<file path="config.mk">
export PLATFORM = sky130hd
export DESIGN_NAME = pbd_scan_driver
export DESIGN_NICKNAME = d
export VERILOG_FILES = /design/src/rtl/pbd_pkg.sv /design/src/rtl/pbd_phase_timer.sv /design/src/rtl/pbd_scan_driver.sv
export SDC_FILE = /design/constraint.sdc
export NUM_CORES = 1
export LEC_CHECK = 0
export ABC_CLOCK_PERIOD_IN_PS = 2600
export CAP_MARGIN = 25
export CORE_ASPECT_RATIO = 1.2
export CORE_MARGIN = 2
export CORE_UTILIZATION = 50
export DETAILED_ROUTE_END_ITERATION = 10
export PLACE_DENSITY = 0.72
export SLEW_MARGIN = 20
export SYNTH_ARGS = -nofsm -noshare
export SYNTH_HDL_FRONTEND = slang
export SYNTH_SLANG_ARGS = --single-unit
</file>
<file path="constraint.sdc">
create_clock -name clk -period 2.6 [get_ports clk]
set_input_delay 0.52 -clock clk [delete_from_list [all_inputs] [get_ports clk]]
set_output_delay 0.52 -clock clk [all_outputs]
set_load 0.01 [all_outputs]
</file>
<file path="src/rtl/pbd_pkg.sv">
// Shared types and helpers for the PBD decoder scan driver.
package pbd_pkg;

  typedef enum logic [1:0] {
    ST_IDLE  = 2'd0,
    ST_DRIVE = 2'd1,
    ST_GAP   = 2'd2
  } pbd_state_t;

  function automatic int unsigned num_out(input int unsigned sel_w);
    return 32'd1 << sel_w;
  endfunction

endpackage

</file>
<file path="src/rtl/pbd_phase_timer.sv">
// Phase counter: counts up from 0 and flags the last cycle of a phase
// whose length is limit_i; hold freezes it, clr restarts it.
module pbd_phase_timer #(
  parameter int unsigned CNT_W = 8
) (
  input  logic             clk,
  input  logic             rst,
  input  logic             clr_i,
  input  logic             hold_i,
  input  logic [CNT_W-1:0] limit_i,
  output logic             tc_o
);

  logic [CNT_W-1:0] cnt_q, cnt_d;

  always_comb begin
    cnt_d = cnt_q;
    if (!hold_i) begin
      if (clr_i) cnt_d = '0;
      else       cnt_d = cnt_q + CNT_W'(1);
    end
  end

  always_ff @(posedge clk) begin
    if (rst) cnt_q <= '0;
    else     cnt_q <= cnt_d;
  end

  assign tc_o = (cnt_q == limit_i - CNT_W'(1));

endmodule

</file>
<file path="src/rtl/pbd_scan_driver.sv">
// Drives select/enable of a 1-to-2**SEL_W decoder: each select gets a
// DWELL-cycle enable followed by GAP idle cycles, single-shot or looping.
module pbd_scan_driver
  import pbd_pkg::*;
#(
  parameter int unsigned SEL_W = 1,
  parameter int unsigned DWELL = 4,
  parameter int unsigned GAP   = 1,
  parameter int unsigned CNT_W = 8
) (
  input  logic             clk,
  input  logic             rst,
  input  logic             start,
  input  logic             continuous,
  input  logic             stop,
  input  logic             hold,
  output logic [SEL_W-1:0] a,
  output logic             e,
  output logic             busy,
  output logic             sweep_done
);

  localparam int unsigned      NUM_OUT = num_out(SEL_W);
  localparam logic [SEL_W-1:0] A_MAX   = SEL_W'(NUM_OUT - 1);
  localparam logic [CNT_W-1:0] DWELL_L = CNT_W'(DWELL);
  localparam logic [CNT_W-1:0] GAP_L   = CNT_W'(GAP);

  pbd_state_t       state_q, state_d;
  logic [SEL_W-1:0] a_q, a_d;
  logic             e_q, e_d;
  logic             done_q, done_d;
  logic             stop_pend_q, stop_pend_d;
  logic             cont_q, cont_d;
  logic             clr;
  logic             tc;
  logic             last;
  logic [CNT_W-1:0] limit;

  assign busy  = (state_q != ST_IDLE);
  assign limit = (state_q == ST_GAP) ? GAP_L : DWELL_L;

  pbd_phase_timer #(
    .CNT_W (CNT_W)
  ) u_timer (
    .clk     (clk),
    .rst     (rst),
    .clr_i   (clr),
    .hold_i  (hold),
    .limit_i (limit),
    .tc_o    (tc)
  );

  always_comb begin
    state_d     = state_q;
    a_d         = a_q;
    e_d         = e_q;
    done_d      = 1'b0;
    cont_d      = cont_q;
    clr         = 1'b0;
    stop_pend_d = stop_pend_q | (stop & busy);
    last        = ((a_q == A_MAX) && !cont_q) || stop_pend_q;

    // hold freezes everything except stop latching; done stays low
    if (!hold) begin
      unique case (state_q)
        ST_IDLE: begin
          clr         = 1'b1;
          stop_pend_d = 1'b0;
          if (start) begin
            state_d = ST_DRIVE;
            a_d     = '0;
            e_d     = 1'b1;
            cont_d  = continuous;
          end
        end
        ST_DRIVE: begin
          if (tc) begin
            clr = 1'b1;
            if (last) begin
              state_d     = ST_IDLE;
              a_d         = '0;
              e_d         = 1'b0;
              done_d      = 1'b1;
              stop_pend_d = 1'b0;
            end else if (GAP > 0) begin
              state_d = ST_GAP;
              e_d     = 1'b0;
            end else begin
              a_d = a_q + SEL_W'(1);
            end
          end
        end
        ST_GAP: begin
          if (tc) begin
            clr = 1'b1;
            if (stop_pend_q) begin
              state_d     = ST_IDLE;
              a_d         = '0;
              done_d      = 1'b1;
              stop_pend_d = 1'b0;
            end else begin
              state_d = ST_DRIVE;
              a_d     = a_q + SEL_W'(1);
              e_d     = 1'b1;
            end
          end
        end
        default: begin
          state_d = ST_IDLE;
          a_d     = '0;
          e_d     = 1'b0;
        end
      endcase
    end
  end

  always_ff @(posedge clk) begin
    if (rst) begin
      state_q     <= ST_IDLE;
      a_q         <= '0;
      e_q         <= 1'b0;
      done_q      <= 1'b0;
      stop_pend_q <= 1'b0;
      cont_q      <= 1'b0;
    end else begin
      state_q     <= state_d;
      a_q         <= a_d;
      e_q         <= e_d;
      done_q      <= done_d;
      stop_pend_q <= stop_pend_d;
      cont_q      <= cont_d;
    end
  end

  assign a          = a_q;
  assign e          = e_q;
  assign sweep_done = done_q;

endmodule

</file>
==> metrics.txt, run 1 <==
status completed; Die Width 42.0 um; Site Rows 16; Slowest cell on crit path clkdlybuf4s50_1; Final setup viols 0; Core Area 1620 um^2; Worst EP required 2.08 ns; DP Wirelength 1270 um; final hold vios 0; Compound-Gate Fraction of Synth Area 14.3%; H-tree levels 1; adder-cell area share of the yosys netlist 7.22%; hold_ws 0.499 ns; Post-CTS Resized 0; Final period util 83.6%; DR vias 723; Layout Nets 121; vias in the first global route 657; pin count of the biggest net entering global routing 15; Synth cell types 35; Setup CP Type flop to output pin; chip height 49.6 um; Setup crit start kind flop; Achievable Freq 0.460 GHz; clk sink count 15; Worst EP arrival 1.65 ns; clk_skew 0.00522 ns; post-synthesis simple-gate area fraction 29.0%; met2 routed WL 811 um; largest family of logic cells by synthesized area simple AND/OR/NAND/NOR gates; initial antenna violation count 0; GRT overflow 0; crit path time final 2.17 ns; Worst-Margin Slew 0.482 ns; Synth Cell Area 867 um^2; met3 WL 57 um; clock latency on the worst-skew pair 0.29 ns; drt initial violations 6; max incr delay on CP 0.53 ns; DR WL/cell 13.1 um; clock tree from TritonCTS built; final routed DRC violation total 0; Power Density 507 nW/um^2; XOR/XNOR Fraction of Synth Area 7.07%; RSZ-0062 raised after global routing no; Slew Limit Fails 0; gate count of the mapped netlist 98; total iterations of the first detailed-routing run 4; Top-Level Pins 10; TritonCTS Buffers 3; setup TNS 0 ns; Clock Root Buffer clkbuf_4; syn_area_per_cell 8.85 um^2; synth warn 0; Hold Path Stages 2; first-pass GRT wire length 2840 um; Pleak 0.394 nW; syn_nets 109; GPL Wtd Cong 0.808; share of cells above drive strength 1 7.34%; Synth-to-Final Area Change 15.2%; Initial Util 53.5%; post-synthesis sequential area ratio 34.6%; Worst Path Max Fanout 7; Metal-1 WL 756 um; FF+latch count, synth 15; CP Cell Sequence inv_1 -> ha_1 -> inv_1 -> clkdlybuf4s50_1; min-delay worst type flop to flop; postcts setup bufs 0; Worst VDD drop 275 uV; Max-Cap Viols 0; uppermost layer routed met4; most frequent CP cell inv_1; mux contribution to synthesized area 4.76%; Antenna Cells 0; Port Buffers 9; R2R cell count 6; Tot GR Track Use 17.6%; final WL 1660 um; worst rel slew slack 67.6%; Bufs on Longest Clock Path 2; Clk pin slew, worst setup/hold paths 0.09 ns; remaining antenna violation count after routing 0; CTS Hold Bufs 0; crit end category output pin; drt via density 5.69; die footprint 2080 um^2
[cell usage after synthesis]
library cell | number | area share (%)
nor3b_2 | 1 | 1.4
nor2b_1 | 2 | 1.4
a31o_2 | 1 | 1.0
o21ai_1 | 1 | 0.58
or4bb_1 | 1 | 1.3
a211oi_2 | 1 | 1.4
nor4_4 | 1 | 2.5
nand4_1 | 2 | 1.4
mux2_1 | 1 | 1.3
a211oi_1 | 2 | 1.7
and3_1 | 1 | 0.72
nand3_1 | 4 | 2.3
o21a_1 | 1 | 0.87
and4b_1 | 1 | 1.2
inv_1 | 5 | 2.2
mux2i_1 | 3 | 3.5
and3b_1 | 1 | 1.0
nor4_1 | 1 | 0.72
a311oi_1 | 1 | 1.0
xor2_1 | 6 | 6.1
a21oi_1 | 4 | 2.3
clkbuf_1 | 2 | 0.87
nand2_1 | 3 | 1.3
a2111oi_0 | 1 | 1.0
nor3_1 | 3 | 1.7
nand4b_1 | 2 | 2.0
nand2b_1 | 3 | 2.2
dfxtp_1 | 15 | 35
nand3b_1 | 1 | 0.87
o21ai_0 | 3 | 1.7
ha_1 | 5 | 7.2
o211a_1 | 1 | 1.2
xnor2_1 | 1 | 1.0
o211ai_2 | 1 | 1.4
nor2_1 | 16 | 6.9
[worst paths after layout]
| check | from | endpoint | slack [ns] |
|---|---|---|---|
| worst min-delay path | cont_q | cont_q | 0.50 |
| worst min register to register | cont_q | cont_q | 0.50 |
| worst max register to register | state_q[0] | state_q[0] | 0.69 |
| worst max-delay path | state_q[0] | busy | 0.43 |
[worst max-delay path: cells and delay by family (launching register included)]
kind	cells	cell delay, ns
buffers and inverters	3	0.71
flip-flops	1	0.37
adder cells (fa/ha/maj)	1	0.28
[layout make-up]
type / count / area [um^2]
clock buffers: 4 / 26.3
multi-input cells: 76 / 541
inverters: 5 / 18.8
flip-flops and latches: 15 / 300
repair buffers: 9 / 90.1
well taps: 18 / 22.5
fillers: 149 / 623
[stage by stage]
stage / util, % / area, um^2 / cells / power (mW) / worst slack [ns]
final: 61.6 / 998 / 127 / 0.507 / 0.426
after global routing: 61.6 / 998 / 127 / 0.534 / 0.355
after CTS: 61.6 / 998 / 127 / 0.509 / 0.425
after detailed placement: 60.0 / 972 / 123 / 0.376 / 0.433
after global placement: 60.0 / 972 / 123 / 0.376 / 0.513
after floorplan: - / 867 / 98 / 0.337 / 0.859
[layer usage]
metal / vias up / track usage, %
li1: 374 / -
met1: 334 / 20.3
met2: 10 / 31.0
met3: 5 / 3.30
met4: 0 / 7.81
met5: - / 0
[where the power goes]
group          switching, mW  internal, mW
Sequential            0.0113         0.240
Clock                 0.0756        0.0597
Combinational         0.0641        0.0555
[flip-flops by register name, summed over array words and instances, names as in the netlist]
| signal | cells |
|---|---|
| a | 1 |
| cont_q | 1 |
| e | 1 |
| state_q | 2 |
| stop_pend_q | 1 |
| sweep_done | 1 |
| u_timer.cnt_q | 8 |
[cell families after synthesis]
kind of cell	count (synthesis)
AO/OA/AOI/OAI	17
flip-flops	15
AND/OR/NAND/NOR	43
adder cells (fa/ha/maj)	5
XOR/XNOR	7
buffers and inverters	7
multiplexers	4
[cell usage in the layout, fill, tap and decap left out, types with 4 or more instances in the layout]
cell type,synthesis,routed
a21oi_1,4,4
clkdlybuf4s50_1,0,9
dfxtp_1,15,15
ha_1,5,5
inv_1,5,5
nand3_1,4,4
nor2_1,16,16
xor2_1,6,6
Power figures use the tool's default switching activity.
==> run 2: changes to the inputs <==
--- a/config.mk
+++ b/config.mk
@@ -5,13 +5,13 @@
 export SDC_FILE = /design/constraint.sdc
 export NUM_CORES = 1
 export LEC_CHECK = 0
-export ABC_CLOCK_PERIOD_IN_PS = 2600
+export ABC_CLOCK_PERIOD_IN_PS = 1870
 export CAP_MARGIN = 25
 export CORE_ASPECT_RATIO = 1.2
 export CORE_MARGIN = 2
-export CORE_UTILIZATION = 50
+export CORE_UTILIZATION = 48
 export DETAILED_ROUTE_END_ITERATION = 10
-export PLACE_DENSITY = 0.72
+export PLACE_DENSITY = 0.73
 export SLEW_MARGIN = 20
 export SYNTH_ARGS = -nofsm -noshare
 export SYNTH_HDL_FRONTEND = slang
==> constraint.sdc (replaced) <==
create_clock -name clk -period 1.87 [get_ports clk]
set_input_delay 0.374 -clock clk [delete_from_list [all_inputs] [get_ports clk]]
set_output_delay 0.374 -clock clk [all_outputs]
set_load 0.01 [all_outputs]
==> run 2 against run 1 <==
- die area grew 3.8%
- cell area up 5.5%
- largest cell class unchanged
- hold slack improved by 0.0067 ns
- core utilization is 1.8 points higher
==> metrics.txt, run 2 (synthesis results as in run 1) <==
Final period util 95.0%; Tot GR Track Use 19.2% (+1.6 points); Crit path max-delay family compound AO/OA/AOI/OAI gates; Top-Level Pins 10 (unchanged); DR WL/cell 13.1 um (+0.30%); Fillers 152 (+2.0%); first-pass GRT wire length 3160 um (+11%); CP bufs+invs 1 (-2); CP Cell Sequence inv_1 -> ha_2 -> and3b_1 -> o211ai_2 -> a211oi_2 -> mux2_1; DP Wirelength 1340 um (+5.8%); vias in the first global route 755 (+15%); Layout Nets 128 (+5.8%); GRT overflow 0 (unchanged); max incr delay on CP 0.35 ns (-0.18 ns); biggest regs u_timer.cnt_q: 8 flops, state_q: 2 flops; Worst EP arrival 1.95 ns (+0.30 ns); clock tree from TritonCTS built; Final setup viols 0 (unchanged); final hold vios 0 (unchanged); storage element area 302 um^2 (+0.42%); fin area 1050 um^2 (+5.5%); H-tree levels 1 (unchanged); Top reg by flops u_timer.cnt_q; Synth-to-Final Area Change 21.5%; Worst-Margin Slew 0.504 ns (+0.0223 ns); Port Buffers 9 (unchanged); min-delay worst type flop to flop; placed standard-cell area 1010 um^2 (+3.9%); Setup CP Type flop to flop; Clock Root Buffer clkbuf_4; RSZ-0062 raised after global routing no; Achievable Freq 0.563 GHz; Worst Path Max Fanout 4 (-3); commonest non-fill, non-tap cells in the layout nor2_1, dfxtp_1, clkdlybuf4s50_1, buf_4, xor2_1; Worst EP required 2.05 ns (-0.03 ns); drt via density 5.80 (+1.9%); initial antenna violation count 0 (unchanged); Slowest cell on crit path dfxtp_2; Multi-input gate area 543 um^2 (+0.46%); share of cells above drive strength 1 14.7% (+7.3 points); DR vias 777 (+7.5%); clock latency on the worst-skew pair 0.29 ns (about the same); Power Density 687 nW/um^2 (+35%); crit end category flop; chip height 50.6 um (+1.9%); Bufs on Longest Clock Path 2 (unchanged); crit path time final 1.78 ns; CTS Hold Bufs 0 (unchanged); status completed; drt initial violations 13 (+7); Setup crit start kind flop; worst rel slew slack 66.1% (-1.5 points); final routed DRC violation total 0 (unchanged); clk_skew 0.00324 ns (-0.00198 ns); Site Rows 16 (unchanged); commonest non-fill, non-tap cell in the layout nor2_1; remaining antenna violation count after routing 0 (unchanged); Die Width 42.8 um (+1.9%); GPL Wtd Cong 0.914 (+13%); Max-Cap Viols 0 (unchanged); Antenna Cells 0 (unchanged); Core Area 1660 um^2 (+2.5%); overall power 723 uW (+43%); Clk pin slew, worst setup/hold paths 0.09 ns (about the same); Initial Util 52.2% (-1.3 points); Pleak 0.431 nW (+9.5%); clk sink count 15 (unchanged); fin util 63.4% (+1.8 points); die footprint 2160 um^2 (+3.8%); pin count of the biggest net entering global routing 11 (-4); total iterations of the first detailed-routing run 4 (unchanged); max FFs per register 8 (unchanged); Worst VDD drop 456 uV (+66%); final WL 1760 um (+5.8%); TritonCTS Buffers 3 (unchanged); Slew Limit Fails 0 (unchanged)
## run 2: cell types whose count changed in the layout (fill, tap and decap cells not counted), sizes merged
cell | previous run | this run
dlygate4sd2 | 0 | 1
buf | 0 | 7
clkdlybuf4s50 | 9 | 8
## run 2: worst register-to-register path: stages, from the launching register on
cell and delay (ns):
dfxtp_2 0.35, inv_1 0.07, ha_2 0.21, and3b_1 0.25, o211ai_2 0.14, a211oi_2 0.31, mux2_1 0.34
## run 2: timing repair
action / in CTS / in global routing
pin swaps: 0 / 1
gates resized for setup: 1 / 2
setup endpoints to repair: 1 / 8
setup buffers: 0 / 2
## run 2: path summary, 6_finish.rpt
| path | startpoint | end | slack, ns | cells after the start |
|---|---|---|---|---|
| min | cont_q | cont_q | 0.51 | 2 |
| min reg2reg | cont_q | cont_q | 0.51 | 2 |
| max | state_q[0] | state_q[0] | 0.09 | 6 |
| max reg2reg | state_q[0] | state_q[0] | 0.09 | 6 |
## run 2: metal layers
layer	GRT usage (%)	routed length (um)
met3	3.24	50
met1	23.0	806
met5	0	0
met2	32.3	863
met4	9.90	40
## run 2: cell type report
type | count | area share [%]
flip-flops and latches | 15 | 28.6
clock buffers | 4 | 2.49
well taps | 18 | 2.14
multi-input cells | 76 | 51.5
repair buffers | 16 | 13.4
inverters | 5 | 1.78
## run 2: power by group
part | internal [mW] | total (mW) | switching [mW]
registers | 0.335 | 0.351 | 0.0159
clock network | 0.0830 | 0.187 | 0.104
logic | 0.0882 | 0.186 | 0.0973
## run 2: metrics by stage
step	TNS [ns]	hold WS, ns	setup slack (ns)	cells
5_1_grt	0	0.561	0.000832	134
6_report	0	0.506	0.0938	134
3_3_place_gp	0	0.493	0.00674	128
4_1_cts	0	0.518	0.00327	132
2_1_floorplan	0	0.454	0.129	98
3_5_place_dp	-0.735	0.498	-0.129	128
==> edit, RTL diff (config.mk and constraints of run 2) <==
`CNT_W` is set to 8 in 2 places; all go to 12.
--- a/src/rtl/pbd_phase_timer.sv
+++ b/src/rtl/pbd_phase_timer.sv
@@ -1,7 +1,7 @@
 // Phase counter: counts up from 0 and flags the last cycle of a phase
 // whose length is limit_i; hold freezes it, clr restarts it.
 module pbd_phase_timer #(
-  parameter int unsigned CNT_W = 8
+  parameter int unsigned CNT_W = 12
 ) (
   input  logic             clk,
   input  logic             rst,
--- a/src/rtl/pbd_scan_driver.sv
+++ b/src/rtl/pbd_scan_driver.sv
@@ -6,7 +6,7 @@
   parameter int unsigned SEL_W = 1,
   parameter int unsigned DWELL = 4,
   parameter int unsigned GAP   = 1,
-  parameter int unsigned CNT_W = 8
+  parameter int unsigned CNT_W = 12
 ) (
   input  logic             clk,
   input  logic             rst,
Function: same outputs for any inputs over 10 cycles, from zero or initial values and one cycle with rst high; that may be too few to reach the edited logic, so the function may still have changed.
==> edit against run 2 <==
  * Sequential cell count is 4 higher
  * Synthesized cell count grew 29%
  * Synthesized area is 34% higher
  * Global-route usage hardly changed
  * Sequential power increased by 23%
  * First-iteration DRC count increased by 130%
  * Worst setup slack got worse by 65 ps
  * Cell area grew 38%
  * Via count increased by 30%
  * Total power increased by 13%
  * Wire length increased by 44%
  * Critical path type unchanged
  * Largest power group unchanged
  * Highest routed layer unchanged
==> edit: results (changes against run 2) <==
stage,metric,value,unit,change
status,outcome,completed,,unchanged
placed_design,dp_hpwl,1.88,mm,was 1.34 mm
logic_synthesis,synthDistinctLibCells,41,,was 35
sta,fin_skew,12.8,ps,was 3.24 ps
final_layout,largestRegisters,"u_timer.cnt_q x12, state_q x2",,"was u_timer.cnt_q x8, state_q x2"
power_and_ir_drop,peakVddDrop,0.472,mV,was 0.456 mV
logic_synthesis,ys_seq_area_share,32.7,%,was 34.6%
final_layout,layout.nets,163,,was 128
final_layout,drive_gt1_share,28.5,%,was 14.7%
power_and_ir_drop,p_clk,0.203,mW,was 0.187 mW
final_layout,final-instance-count-excl-fill,182,,was 134
drt,wl_per_cell,14.0,um,was 13.1 um
sta,whs,528,ps,was 506 ps
logic_synthesis,synthTopCellsByArea,"dfxtp_1 33%, ha_1 5.4%, nor2_2 5.4%, o211ai_1 3.9%, xnor2_1 3.8%",,"was dfxtp_1 35%, ha_1 7.2%, nor2_1 6.9%, xor2_1 6.1%, mux2i_1 3.5%"
power_and_ir_drop,combPwrFrac,22.7,%,was 25.6%
setup_path,crit_slowest_cell,o41ai_4,,was dfxtp_2
global_route,grt_use_total,19.2,%,about the same
drt,viasPerCell,5.55,,was 5.80
global_route,grt_pass1_vias,1001,,was 755
setup_path,r2r_end,u_timer.cnt_q[8],,was state_q[0]
power_and_ir_drop,leakagePower,0.537,nW,was 0.431 nW
placed_design,place_area,1360,um^2,was 1010 um^2
logic_synthesis,synth_nets,137,,was 109
drt,first_iter_violations,30,,was 13
logic_synthesis,yosys-top-cells-count,"19 x dfxtp_1, 10 x nor2_2, 8 x a21oi_1",,"was 16 x nor2_1, 15 x dfxtp_1, 6 x xor2_1"
## edit: changes by cell type after synthesis, sizes merged, moves of 2 or more
cell    delta
inv        +3
dfxtp      +4
o21ai      -2
nor4b      +3
o211ai     +5
mux2i      -2
a21oi      +4
a211oi     -2
and2       +2
nand3      +2
nand4      +2
xnor2      +4
## edit: timing repair
item	4_1_cts	5_1_grt
resized for setup	4	8
setup buffers	0	3
pin swaps	0	3
endpoints found under the setup margin	2	14
## edit: area by class of cell
| class | instances | area [um^2] |
|---|---|---|
| Inverter | 8 | 30.0 |
| Timing Repair Buffer | 24 | 205 |
| Sequential cell | 19 | 383 |
| Fill cell | 214 | 853 |
| Tap cell | 31 | 38.8 |
| Multi-Input combinational cell | 96 | 768 |
| Clock inverter | 1 | 5.00 |
| Clock buffer | 3 | 22.5 |
## edit: metal layers
layer  routed length [um]  global-route usage (%)  up-vias
met5                    0                       0        -
met4                   15                    7.35        0
met3                  111                    3.61        4
met2                 1330                    35.2       24
met1                 1080                    22.0      474
li1                     -                       -      508
## edit: worst register-to-register path, cell delays in order (launching register included)
cell	delay (ps)
dfxtp_1	350
inv_2	60
ha_4	170
and3b_2	290
o2111ai_4	170
o41ai_4	460
buf_4	220
nor2_2	40
## edit: kinds of logic after synthesis
kind of cell               after synthesis  share of synthesized area (%)
DFF                                     19                           32.7
AOI/OAI and AO/OA                       26                           18.2
xor gates and xnor gates                10                           7.53
muxes                                    2                           1.83
adders and majority gates                5                           5.38
buffers and inverters                   11                           4.20
and+or+nand+nor                         53                           30.1
## edit: stage by stage
step           power, mW  setup TNS (ps)  setup WS (ps)
2_1_floorplan      0.544               0           78.7
3_3_place_gp       0.608               0           37.4
3_5_place_dp       0.611           -5.48          -5.48
4_1_cts            0.817               0           11.7
5_1_grt            0.878            -233          -27.9
6_report           0.818               0           28.6
